`config.mk`:
```
export PLATFORM = sky130hd
export DESIGN_NAME = store_commit_queue
export DESIGN_NICKNAME = d
export VERILOG_FILES = /design/src/rtl/store_commit_queue.sv
export SDC_FILE = /design/constraint.sdc
export NUM_CORES = 2
export LEC_CHECK = 0
export BUFFER_PORTS_ARGS = -buffer_cell sky130_fd_sc_hd__buf_2
export CORE_ASPECT_RATIO = 1.75
export CORE_MARGIN = 10
export CORE_UTILIZATION = 40
export CTS_CLUSTER_DIAMETER = 80
export DETAILED_ROUTE_END_ITERATION = 7
export PLACE_DENSITY = 0.53
export SLEW_MARGIN = 20
export SYNTH_ARGS = -nofsm -noshare
export SYNTH_HDL_FRONTEND = slang
export SYNTH_SLANG_ARGS = --single-unit
```
`constraint.sdc`:
```
create_clock -name clk_i -period 17.5 [get_ports clk_i]
set_input_delay 1.75 -clock clk_i [delete_from_list [all_inputs] [get_ports clk_i]]
set_output_delay 1.75 -clock clk_i [all_outputs]
set_load 0.005 [all_outputs]
```
`src/rtl/store_commit_queue.sv`:
```
// store_commit_queue: two-level store buffer. Translated stores wait in a
// speculative FIFO until committed. Committed stores wait in a commit FIFO that
// drains to the data cache one request at a time over req/gnt.
// Latency: a commit in cycle N is in the commit FIFO at N+1. The earliest req_o is at N+2.
// Backpressure: ready_o and commit_ready_o come from registered counts only.
//   The drain holds req_o and its fields stable until gnt_i.
// Ports: push side (valid_i/ready_o, paddr_i, data_i, be_i, data_size_i), commit_i/commit_ready_o,
//   flush_i, stall_st_pending_i, the load hazard check (page_offset_i -> page_offset_matches_o),
//   status outputs (no_st_pending_o, store_buffer_empty_o) and the cache request
//   (req_o, addr_o, wdata_o, be_o, size_o, gnt_i).
// Optional: define STB_FULL_STALL_CNT_EN to add full_stall_cnt_o, a saturating count of
//   push/commit attempts that were refused because a FIFO was full.
module store_commit_queue #(
  parameter int unsigned PLEN         = 56,
  parameter int unsigned XLEN         = 64,
  parameter int unsigned SPEC_DEPTH   = 4,
  parameter int unsigned COMMIT_DEPTH = 8
) (
  input  logic              clk_i,
  input  logic              rst_i,
  input  logic              flush_i,
  input  logic              stall_st_pending_i,
  input  logic              valid_i,
  input  logic              valid_without_flush_i,
  output logic              ready_o,
  input  logic [PLEN-1:0]   paddr_i,
  input  logic [XLEN-1:0]   data_i,
  input  logic [XLEN/8-1:0] be_i,
  input  logic [1:0]        data_size_i,
  input  logic              commit_i,
  output logic              commit_ready_o,
  input  logic [11:0]       page_offset_i,
  output logic              page_offset_matches_o,
  output logic              no_st_pending_o,
  output logic              store_buffer_empty_o,
  output logic              req_o,
  output logic [PLEN-1:0]   addr_o,
  output logic [XLEN-1:0]   wdata_o,
  output logic [XLEN/8-1:0] be_o,
  output logic [1:0]        size_o,
`ifdef STB_FULL_STALL_CNT_EN
  output logic [31:0]       full_stall_cnt_o,
`endif
  input  logic              gnt_i
);
  localparam int unsigned SPW = $clog2(SPEC_DEPTH);
  localparam int unsigned CPW = $clog2(COMMIT_DEPTH);
  localparam logic [SPW:0] SPEC_FULL   = (SPW+1)'(SPEC_DEPTH);
  localparam logic [CPW:0] COMMIT_FULL = (CPW+1)'(COMMIT_DEPTH);

  typedef struct packed {
    logic [PLEN-1:0]   paddr;
    logic [XLEN-1:0]   data;
    logic [XLEN/8-1:0] be;
    logic [1:0]        size;
  } st_t;

  typedef enum logic {IDLE, REQ} state_t;

  st_t            spec_mem [SPEC_DEPTH];
  logic [SPW-1:0] spec_rd, spec_wr;
  logic [SPW:0]   spec_cnt;
  st_t            commit_mem [COMMIT_DEPTH];
  logic [CPW-1:0] commit_rd, commit_wr, next_idx;
  logic [CPW:0]   commit_cnt;
  st_t            req_q;
  state_t         state, state_nxt;
  logic           push, commit, gnt_pop, has_next, load_next;
  logic [2:0]     unused_po;

  assign unused_po = page_offset_i[2:0];

  assign ready_o        = (spec_cnt != SPEC_FULL);
  assign commit_ready_o = (commit_cnt != COMMIT_FULL);

  // A push in a flush cycle is dropped. A commit in a flush cycle still moves the head first.
  assign push    = valid_i && ready_o && !flush_i;
  assign commit  = commit_i && commit_ready_o && (spec_cnt != '0);
  assign gnt_pop = (state == REQ) && gnt_i;

  // The in-flight store stays at the commit head until it is granted.
  // On a grant, the next candidate is therefore the entry after the head.
  assign has_next  = (state == IDLE) ? (commit_cnt != '0) : (commit_cnt > (CPW+1)'(1));
  assign load_next = !stall_st_pending_i && has_next && ((state == IDLE) || gnt_i);
  assign next_idx  = (state == IDLE) ? commit_rd : commit_rd + 1'b1;

  // Speculative FIFO control
  always_ff @(posedge clk_i) begin
    if (rst_i) begin
      spec_rd  <= '0;
      spec_wr  <= '0;
      spec_cnt <= '0;
    end else if (flush_i) begin
      spec_rd  <= '0;
      spec_wr  <= '0;
      spec_cnt <= '0;
    end else begin
      if (push)   spec_wr <= spec_wr + 1'b1;
      if (commit) spec_rd <= spec_rd + 1'b1;
      case ({push, commit})
        2'b10:   spec_cnt <= spec_cnt + 1'b1;
        2'b01:   spec_cnt <= spec_cnt - 1'b1;
        default: spec_cnt <= spec_cnt;
      endcase
    end
  end

  // Commit FIFO control
  always_ff @(posedge clk_i) begin
    if (rst_i) begin
      commit_rd  <= '0;
      commit_wr  <= '0;
      commit_cnt <= '0;
    end else begin
      if (commit)  commit_wr <= commit_wr + 1'b1;
      if (gnt_pop) commit_rd <= commit_rd + 1'b1;
      case ({commit, gnt_pop})
        2'b10:   commit_cnt <= commit_cnt + 1'b1;
        2'b01:   commit_cnt <= commit_cnt - 1'b1;
        default: commit_cnt <= commit_cnt;
      endcase
    end
  end

  // Storage arrays are not reset. Only entries within the counts are ever observed.
  always_ff @(posedge clk_i) begin
    if (push)   spec_mem[spec_wr]     <= '{paddr: paddr_i, data: data_i, be: be_i, size: data_size_i};
    if (commit) commit_mem[commit_wr] <= spec_mem[spec_rd];
  end

  // Drain FSM: state register
  always_ff @(posedge clk_i) begin
    if (rst_i) state <= IDLE;
    else       state <= state_nxt;
  end

  // Drain FSM: next state
  always_comb begin
    state_nxt = state;
    case (state)
      IDLE:    if (load_next) state_nxt = REQ;
      REQ:     if (gnt_i)     state_nxt = load_next ? REQ : IDLE;
      default: state_nxt = IDLE;
    endcase
  end

  // Drain FSM: outputs
  always_comb begin
    req_o = (state == REQ);
  end

  // Request fields are loaded only when a request starts, so they hold steady until the grant.
  always_ff @(posedge clk_i) begin
    if (rst_i)          req_q <= '0;
    else if (load_next) req_q <= commit_mem[next_idx];
  end

  assign addr_o  = req_q.paddr;
  assign wdata_o = req_q.data;
  assign be_o    = req_q.be;
  assign size_o  = req_q.size;

  assign no_st_pending_o      = (commit_cnt == '0) && (state == IDLE);
  assign store_buffer_empty_o = no_st_pending_o && (spec_cnt == '0);

  // Word-granular (paddr[11:3]) overlap against every pending store and the incoming one.
  // Entry i is valid when its distance from the read pointer is below the count.
  always_comb begin
    logic [SPW-1:0] soff;
    logic [CPW-1:0] coff;
    page_offset_matches_o = 1'b0;
    soff = '0;
    coff = '0;
    for (int i = 0; i < int'(SPEC_DEPTH); i++) begin
      soff = SPW'(i) - spec_rd;
      if (({1'b0, soff} < spec_cnt) && (spec_mem[i].paddr[11:3] == page_offset_i[11:3]))
        page_offset_matches_o = 1'b1;
    end
    for (int i = 0; i < int'(COMMIT_DEPTH); i++) begin
      coff = CPW'(i) - commit_rd;
      if (({1'b0, coff} < commit_cnt) && (commit_mem[i].paddr[11:3] == page_offset_i[11:3]))
        page_offset_matches_o = 1'b1;
    end
    if ((state == REQ) && (req_q.paddr[11:3] == page_offset_i[11:3]))
      page_offset_matches_o = 1'b1;
    if (valid_without_flush_i && (paddr_i[11:3] == page_offset_i[11:3]))
      page_offset_matches_o = 1'b1;
  end

`ifdef STB_FULL_STALL_CNT_EN
  logic [31:0] stall_cnt;
  logic [1:0]  cnt_inc;
  logic [32:0] cnt_sum;

  assign cnt_inc = {1'b0, valid_i && !ready_o} + {1'b0, commit_i && !commit_ready_o};
  assign cnt_sum = {1'b0, stall_cnt} + {31'b0, cnt_inc};

  always_ff @(posedge clk_i) begin
    if (rst_i) stall_cnt <= '0;
    else       stall_cnt <= cnt_sum[32] ? 32'hFFFF_FFFF : cnt_sum[31:0];
  end

  assign full_stall_cnt_o = stall_cnt;
`endif

  // Protocol checks on the producer side
  a_push_when_full: assert property (@(posedge clk_i) disable iff (rst_i) valid_i |-> ready_o);
  a_commit_when_empty: assert property (@(posedge clk_i) disable iff (rst_i) commit_i |-> (spec_cnt != '0));

endmodule

```
==> impl_metrics.json <==
{
  "synth_flop_cell": "edfxtp_1",
  "pin_count_of_the_biggest_net_entering_global_routing": 143,
  "type_of_the_setup_path_with_the_least_slack": "input port to output pin",
  "layout-area-overhead-vs-synth_pct": 14.2,
  "clock.fmax_ghz": 0.173,
  "max_stage_delay_ns": 0.56,
  "reg2reg_slack_ns": 12.68,
  "gpl.final_weighted_congestion": 0.808,
  "synth_cell_types": 40,
  "critical_path.top_delay_family": "compound AO/OA/AOI/OAI gates",
  "vias": 30109,
  "drt-met1-wl_um": 61600,
  "final_design_area_no_fill_sq_mm": 0.0741,
  "synth_enable_flop_cells": 1560,
  "final.min_clock_period_ns": 5.80,
  "cell_count_after_synthesis": 3001,
  "met2_wirelength_um": 85800,
  "hold_start": "wdata_o[35]",
  "crit_path_top_delay_cell": "a2111oi_0",
  "routed_length_on_met3_um": 8030,
  "drv.max_cap_violation_count": 0,
  "holdPathEnd": "wdata_o[35]",
  "preCtsSetupSlack_ns": 11.74,
  "per_instance_average_area_after_synthesis_sq_um": 21.6,
  "cts_root_buf": "clkbuf_16",
  "skew_ns": 0.0463,
  "postRouteAntennaNets": 0,
  "number_of_max_slew_violations_in_the_final_report": 0,
  "reg2reg_from": "commit_cnt[0]",
  "p_sw_frac": 0.205,
  "route.detailed.drc": 0,
  "initial_utilization": 0.402,
  "cp.arrival_ns": 4.05,
  "drtPass1Iterations": 5,
  "track_usage": 0.177,
  "setup.worst_path.start_class": "input port",
  "total_power_mw": 8.43,
  "placeableCoreArea_sq_mm": 0.161,
  "hold_path.class": "flop to flop",
  "setup_fix_buffers_added_after_clock_tree_synthesis": 0,
  "report.final.hold_viol_count": 0,
  "post_cts.resized_instances": 0,
  "synthesis.nets": 3180,
  "worst-r2r-cell-count": 9,
  "wire_length_of_the_first_global_routing_pass_um": 232000,
  "asyncSetResetFlopFracSynth": 0,
  "worstPathCellList": "buf_2 -> xor2_1 -> nor3_1 -> nand4_1 -> o2111ai_1 -> a2111oi_0 -> nand4_1 -> buf_2",
  "overflow": 0,
  "post-synth-top-count-cell": "edfxtp_1",
  "cts-buffers-inserted": 169,
  "netlist_top_cells_area": "edfxtp_1 (72%), mux4_2 (14%), dfxtp_1 (4.6%)",
  "power.density_cell_area_mw_per_mm2": 114,
  "viasPerCell": 5.33,
  "cp_data_required_time_ns": 15.75,
  "power.clock.fraction": 0.417,
  "placement_rows": 195,
  "yosysSeqAreaShare": 0.769,
  "cts_sinks": 1710,
  "clock_slew_seen_by_the_registers_of_the_worst_setup_and_hold_paths_ns": 0.06,
  "route.detailed.wl_per_inst_um": 28.3,
  "fin_crit_sh": 0.331,
  "first_global_vias": 32920,
  "final.fill_count": 13481,
  "worstReg2RegEnd": "commit_mem[5][123]",
  "synth.ff_latch_count": 1710,
  "run_status": "complete, no violations",
  "endpoint_kind": "output pin",
  "setup_violations": 0,
  "post-route-worst-setup-slack_ns": 11.70,
  "synthDominantAreaCellType": "edfxtp_1",
  "setup_repair_after_global_routing_missed_its_margin": "false",
  "crit_fanout": 14,
  "io_buffer_count": 282,
  "final.setup.tns_ns": 0,
  "cts.htree.levels": 4,
  "netlist_area_sq_mm": 0.0649,
  "die_h_um": 553,
  "cts-hold-fix-buffers": 0,
  "clk_path_buf_depth": 4,
  "design.final.nets": 3518,
  "p_leak_nw": 24.6,
  "dp_hpwl_um": 91000,
  "net-switching-power_mw": 1.72,
  "io-pin-count": 286,
  "top_signal_layer_used": "met5",
  "comb_power_share": 0.045,
  "netlist_top_cells_count": "edfxtp_1 (1,560), mux4_2 (390), dfxtp_1 (150)",
  "worst_pin_slew_ns": 1.08,
  "sequentialPowerShare": 0.538,
  "p_int_mw": 6.71,
  "clkLatencyLatePin_ns": 0.79,
  "worstPathBufferInverterCount": 2,
  "initialDrtViolationCount": 2095,
  "die_width_um": 324,
  "post-synth-top-area-fraction": 0.722,
  "synth.yosys.warnings": 0,
  "antenna_found_initial": 41,
  "hold_depth": 2,
  "drive_gt1_frac": 0.281,
  "placement.cell_area_sq_mm": 0.0687,
  "max-slew-margin-rel": 0.281,
  "worst_ir_drop_vdd_mv": 0.102,
  "drt_wl_total_um": 160000,
  "dieArea_sq_mm": 0.179,
  "tritoncts_clock_tree": "built"
}
[per-stage QoR]
step,std cells,utilization,hold slack [ns]
floorplan,3001,-,0.469
global placement,5335,0.426,0.490
detailed placement,5335,0.426,0.493
CTS,5635,0.459,0.502
global route,5638,0.459,0.512
finish,5649,0.459,0.500
[sequential cells by signal, summed over array words and instances (netlist names), 4 cells and up, named ones only]
| name | cells |
|---|---|
| addr_o | 56 |
| spec_mem | 520 |
| be_o | 8 |
| wdata_o | 64 |
| commit_mem | 1040 |
| commit_cnt | 4 |
[per-layer routing]
metal	global-route usage	vias up
li1	-	13035
met1	0.208	16066
met2	0.323	706
met3	0.0351	274
met4	0.0503	28
met5	0	-
[cells in the final DEF (no fill, tap or decap), drive strengths merged, types with 52 or more instances in the layout]
master,instances
a211oi,134
buf,333
clkbuf,225
clkinv,52
dfxtp,150
edfxtp,1560
mux2i,132
mux4,390
nor2,149
xnor2,72
xor2,72
[worst min-delay path, stage by stage (launching register included)]
cell	delay (ns)
dfxtp_1	0.31
nor2_1	0.09
a211oi_1	0.05
[kinds of logic after synthesis]
family                   share of synthesized area
flip-flops                                   0.769
multiplexers                                 0.156
AND/OR/NAND/NOR                             0.0162
buffers and inverters                       0.0149
AO/OA/AOI/OAI                               0.0190
XOR/XNOR                                    0.0197
adder cells (fa/ha/maj)                    0.00571
[power groups by stage]
stage	combinational, mW	clock [mW]	sequential [mW]
after floorplan	0.246	0	4.62
after detailed placement	0.390	0	4.63
final	0.377	3.52	4.54
after CTS	0.391	3.62	4.54
after global placement	0.379	0	4.62
after global routing	0.417	3.78	4.54
[how the worst max path moves through the flow]
stage	from	cells after the start	slack [ns]	end
finish	page_offset_i[8]	8	11.70	page_offset_matches_o
floorplan	commit_i	2	2.32	commit_mem[0][0]
global placement	page_offset_i[3]	8	11.74	page_offset_matches_o
CTS	page_offset_i[8]	8	11.74	page_offset_matches_o
detailed placement	page_offset_i[3]	8	11.74	page_offset_matches_o
global route	page_offset_i[3]	8	11.61	page_offset_matches_o
[final cells by class]
| cell class | instances | area, sq um | share of cell area |
|---|---|---|---|
| Clock buffer | 225 | 4610 | 0.0623 |
| Multi-Input combinational cell | 1103 | 14100 | 0.191 |
| Sequential cell | 1710 | 49900 | 0.673 |
| Timing Repair Buffer | 333 | 1900 | 0.0257 |
| Inverter | 22 | 82.6 | 0.00112 |
| Tap cell | 2167 | 2710 | 0.0366 |
| Clock inverter | 75 | 733 | 0.00990 |
| Antenna cell | 14 | 35.0 | 0.000473 |
No activity file was read; power rests on OpenSTA's default activity.
